<file path="config.mk">
export PLATFORM = sky130hd
export DESIGN_NAME = crc_serial_engine
export DESIGN_NICKNAME = d
export VERILOG_FILES = /design/src/rtl/crc_serial_pkg.sv /design/src/rtl/crc_serial_step.sv /design/src/rtl/crc_serial_engine.sv
export SDC_FILE = /design/constraint.sdc
export NUM_CORES = 1
export LEC_CHECK = 0
export BUFFER_PORTS_ARGS = -buffer_cell sky130_fd_sc_hd__buf_2
export CAP_MARGIN = 20
export CORE_AREA = 2 2 57 59
export DETAILED_ROUTE_END_ITERATION = 10
export DIE_AREA = 0 0 59 61
export PLACE_DENSITY = 0.5
export SYNTH_ARGS = -nofsm -noshare
export SYNTH_HDL_FRONTEND = slang
export SYNTH_SLANG_ARGS = --single-unit
</file>
<file path="constraint.sdc">
create_clock -name clk -period 2.1 [get_ports clk]
set_input_delay 0.105 -clock clk [delete_from_list [all_inputs] [get_ports clk]]
set_output_delay 0.105 -clock clk [all_outputs]
set_load 0.005 [all_outputs]
</file>
<file path="src/rtl/crc_serial_pkg.sv">
// rtl/crc_serial_pkg.sv - shared state encoding and standard polynomials for the serial CRC engine
package crc_serial_pkg;

  typedef enum logic [2:0] {
    IDLE,
    ACCUM,
    EMIT,
    DONE,
    CHECK
  } state_t;

  localparam logic [6:0]  CRC7_SD_POLY     = 7'h09;
  localparam logic [15:0] CRC16_CCITT_POLY = 16'h1021;

endpackage

</file>
<file path="src/rtl/crc_serial_step.sv">
// rtl/crc_serial_step.sv - combinational one-bit MSB-first CRC update
module crc_serial_step
  import crc_serial_pkg::*;
#(
  parameter int                   CRC_WIDTH = 7,
  parameter logic [CRC_WIDTH-1:0] POLY      = CRC_WIDTH'(CRC7_SD_POLY)
) (
  input  logic [CRC_WIDTH-1:0] crc,
  input  logic                 bit_in,
  output logic [CRC_WIDTH-1:0] crc_next
);

  logic fb;

  assign fb       = bit_in ^ crc[CRC_WIDTH-1];
  assign crc_next = {crc[CRC_WIDTH-2:0], 1'b0} ^ (fb ? POLY : '0);

endmodule

</file>
<file path="src/rtl/crc_serial_engine.sv">
// rtl/crc_serial_engine.sv - framed bit-serial CRC generator with MSB-first serial emit
// Optional receive-side check mode is compiled in with CRC_SERIAL_CHECK_EN.
module crc_serial_engine
  import crc_serial_pkg::*;
#(
  parameter int                   CRC_WIDTH = 7,
  parameter logic [CRC_WIDTH-1:0] POLY      = CRC_WIDTH'(CRC7_SD_POLY),
  parameter logic [CRC_WIDTH-1:0] INIT      = '0,
  parameter int                   MAX_BITS  = 48,
  parameter int                   CNT_W     = $clog2(MAX_BITS + 1)
) (
  input  logic                 clk,
  input  logic                 reset_n,
  input  logic                 start,
  input  logic                 bit_in,
  input  logic                 bit_valid,
  input  logic                 last,
  input  logic                 ser_ready,
`ifdef CRC_SERIAL_CHECK_EN
  input  logic                 check_mode,
  output logic                 crc_ok,
  output logic                 crc_chk_valid,
`endif
  output logic                 ser_out,
  output logic                 ser_valid,
  output logic [CRC_WIDTH-1:0] crc_out,
  output logic [CNT_W-1:0]     msg_bits,
  output logic                 busy,
  output logic                 crc_done,
  output logic                 len_err
);

  localparam int                EMIT_W   = $clog2(CRC_WIDTH + 1);
  localparam logic [EMIT_W-1:0] LAST_IDX = EMIT_W'(CRC_WIDTH - 1);
  localparam logic [CNT_W-1:0]  MAX_CNT  = CNT_W'(MAX_BITS);

  state_t               state, state_nxt;
  logic [CRC_WIDTH-1:0] crc, crc_nxt, crc_step;
  logic [CNT_W-1:0]     msg_nxt;
  logic [EMIT_W-1:0]    emit_cnt, emit_nxt;
  logic                 len_err_nxt;
  logic                 chk_mode, chk_mode_nxt;

  crc_serial_step #(
    .CRC_WIDTH (CRC_WIDTH),
    .POLY      (POLY)
  ) u_step (
    .crc      (crc),
    .bit_in   (bit_in),
    .crc_next (crc_step)
  );

  always_comb begin
    state_nxt    = state;
    crc_nxt      = crc;
    msg_nxt      = msg_bits;
    emit_nxt     = emit_cnt;
    len_err_nxt  = len_err;
    chk_mode_nxt = chk_mode;
    // start wins over everything, including a bit presented in the same cycle
    if (start) begin
      state_nxt   = ACCUM;
      crc_nxt     = INIT;
      msg_nxt     = '0;
      emit_nxt    = '0;
      len_err_nxt = 1'b0;
`ifdef CRC_SERIAL_CHECK_EN
      chk_mode_nxt = check_mode;
`else
      chk_mode_nxt = 1'b0;
`endif
    end else begin
      case (state)
        ACCUM: begin
          if (bit_valid) begin
            crc_nxt = crc_step;
            if (msg_bits == MAX_CNT) begin
              if (!last) len_err_nxt = 1'b1;
            end else begin
              msg_nxt = msg_bits + 1'b1;
            end
            if (last) state_nxt = chk_mode ? CHECK : EMIT;
          end
        end
        EMIT: begin
          if (ser_ready) begin
            crc_nxt  = {crc[CRC_WIDTH-2:0], 1'b0};
            emit_nxt = emit_cnt + 1'b1;
            if (emit_cnt == LAST_IDX) begin
              emit_nxt  = '0;
              state_nxt = DONE;
            end
          end
        end
        CHECK: begin
          if (bit_valid) begin
            crc_nxt  = crc_step;
            emit_nxt = emit_cnt + 1'b1;
            if (emit_cnt == LAST_IDX) begin
              emit_nxt  = '0;
              state_nxt = DONE;
            end
          end
        end
        DONE:    state_nxt = IDLE;
        default: state_nxt = state;
      endcase
    end
  end

  always_ff @(posedge clk) begin
    if (!reset_n) begin
      state    <= IDLE;
      crc      <= INIT;
      msg_bits <= '0;
      emit_cnt <= '0;
      len_err  <= 1'b0;
      chk_mode <= 1'b0;
    end else begin
      state    <= state_nxt;
      crc      <= crc_nxt;
      msg_bits <= msg_nxt;
      emit_cnt <= emit_nxt;
      len_err  <= len_err_nxt;
      chk_mode <= chk_mode_nxt;
    end
  end

  assign crc_out   = crc;
  assign ser_valid = (state == EMIT);
  assign ser_out   = (state == EMIT) && crc[CRC_WIDTH-1];
  assign busy      = (state == ACCUM) || (state == EMIT) || (state == CHECK);
  assign crc_done  = (state == DONE) && !chk_mode;

`ifdef CRC_SERIAL_CHECK_EN
  assign crc_chk_valid = (state == DONE) && chk_mode;
  assign crc_ok        = crc_chk_valid && (crc == '0);
`endif

endmodule
</file>
==> results.json <==
{
  "status": "complete, no violations",
  "rsz0062_at_grt": "no",
  "cts_buffers": 3,
  "p_leak_nw": 0.497,
  "drive_gt1_frac": 0.280,
  "layout.cells.most_common": "buf_2",
  "cts.path.max_buffers": 2,
  "syn_area_um2": 985,
  "drtIter0Drc": 20,
  "worst_pin_slew_ns": 0.699,
  "synth_edf_count": 0,
  "cp_max_fo": 9,
  "skew_ns": 0.00964,
  "area_delta_synth_final_pct": 17.9,
  "fmax_mhz": 579,
  "cp.arrival_ns": 1.91,
  "instances_no_fill": 165,
  "critPathKind": "flip-flop to flip-flop",
  "clk_latency_ns": 0.30,
  "core_mm2": 0.00295,
  "grt_pass1_wl_mm": 3.21,
  "drv_slew": 0,
  "dp_hpwl_mm": 1.40,
  "max_slew_margin": 0.534,
  "h-tree-depth": 1,
  "powerDensity_mw_per_mm2": 560,
  "final_area_mm2": 0.00116,
  "ys_seq_elements": 19,
  "syn_inst": 107,
  "drtPass1Iterations": 4,
  "routed_wl_mm": 1.84,
  "grt_usage": 0.120,
  "post_cts_buffers": 0,
  "postPlaceCellArea_mm2": 0.00113,
  "synthFlopType": "dfxtp_1",
  "grt_pass1_vias": 719,
  "grt_max_degree": 19,
  "fin_setup_tns_ns": 0,
  "min_path_type": "input pin to flip-flop",
  "final_cell_mix": "buf_2 (24), dfxtp_1 (19), nor2_1 (18)",
  "start_util": 0.333,
  "drc": 0,
  "finalPower_uw": 650,
  "place_congestion": 0.694,
  "cts_hold_buf": 0,
  "ys_types": 35,
  "seq_area_frac_synth": 0.386,
  "antenna_left": 0,
  "period_minus_slack_ns": 1.73,
  "peakVddDrop_v": 0.000215,
  "worst_setup_path_end_kind": "flip-flop",
  "rows": 20,
  "nNetsFinal": 148,
  "drv_cap": 0,
  "vias": 784,
  "post-route-period-util": 0.822,
  "numPortBuffers": 24,
  "antenna_found_initial": 0,
  "syn_area_per_cell_um2": 9.20,
  "finalSetupViolCount": 0,
  "ios": 25,
  "final_hold_viol_count": 0,
  "worstPathRequired_ns": 2.28,
  "start_kind": "flip-flop",
  "synth_nets": 122,
  "via_per_inst": 4.75,
  "avgRoutedWirePerCell_um": 11.1,
  "cts-root-buf": "clkbuf_4",
  "grt-ovfl-total": 0,
  "postCtsResizedCells": 0,
  "diodes": 0,
  "dieArea_mm2": 0.00360,
  "cts_tree": "yes",
  "yosys_warnings": 0,
  "die_w_um": 59,
  "die_h_um": 61,
  "postSynth.asyncResetShare": 0,
  "cts_sinks": 19,
  "dp.cells": 161,
  "path_clk_slew_ns": 0.12,
  "holdWs_ns": 0.0492
}
[power breakdown]
group          switching [mW]  leakage (nW)  internal [mW]  total, mW
clock network           0.118        0.0177         0.0709      0.189
logic                  0.0502         0.326         0.0392     0.0894
registers             0.00566         0.154          0.366      0.371
[routing by layer]
metal / vias to the layer above / part of all wire / GRT usage
met3: 4 / 0.045 / 0.0277
li1: 418 / - / -
met1: 345 / 0.52 / 0.160
met2: 17 / 0.41 / 0.176
met5: - / 0 / 0
met4: 0 / 0.017 / 0.0682
[worst max-delay path, cell delays in order (launching register included)]
cell and delay [ns]:
dfxtp_1 0.40, inv_1 0.11, ha_1 0.31, and2b_4 0.23, a21oi_4 0.27, mux2i_1 0.24, nor2_1 0.05
[cell usage after synthesis (all sizes together), types with 2 or more instances]
cell type	n	area [um^2]
clkbuf	2	7.51
mux2i	6	60.1
nor3	3	25.0
and3	2	13.8
xor2	6	52.6
nor3b	2	20.0
nand2	7	26.3
o21ai	3	15.0
nand4	3	18.8
inv	5	18.8
and2	2	13.8
dfxtp	19	380
nand2b	3	18.8
ha	8	100
nor2	18	67.6
a21oi	5	36.3
[cells by family (layout without fill, tap and decap cells)]
kind of cell | count (synthesis) | in the layout | share of synthesized area
compound gates | 14 | 14 | 0.112
xor+xnor | 7 | 7 | 0.0623
flops | 19 | 19 | 0.386
fa+ha+maj | 8 | 8 | 0.102
mux | 6 | 6 | 0.0610
simple gates | 45 | 45 | 0.245
buf+inv | 8 | 33 | 0.0318
[metrics by stage]
stage                util  worst slack (ns)
floorplan               -             0.558
global placement    0.384             0.373
detailed placement  0.384             0.366
CTS                 0.393             0.361
global route        0.393             0.224
finish              0.393             0.373
[layout make-up]
type                       instances  area (um^2)
fill                             318         1790
tap                               33         41.3
clock buffer                       3         22.5
multi-input combinational         80          573
sequential                        19          380
inverter                           5         18.8
timing repair buffer              24          120
clock inverter                     1         5.00
[registers in the layout, summed over array words and instances (netlist names)]
register and cells:
emit_cnt 3, state 2, len_err 1, crc_out 7
msg_bits 6
[final timing paths]
path	startpoint	to	slack, ns	depth (start not counted)
setup reg to reg	state[0]	crc_out[5]	0.37	6
hold / removal	reset_n	state[0]	0.05	2
hold reg to reg	len_err	len_err	0.47	2
setup / recovery	state[0]	crc_out[5]	0.37	6
No activity file was read; power rests on OpenSTA's default activity.
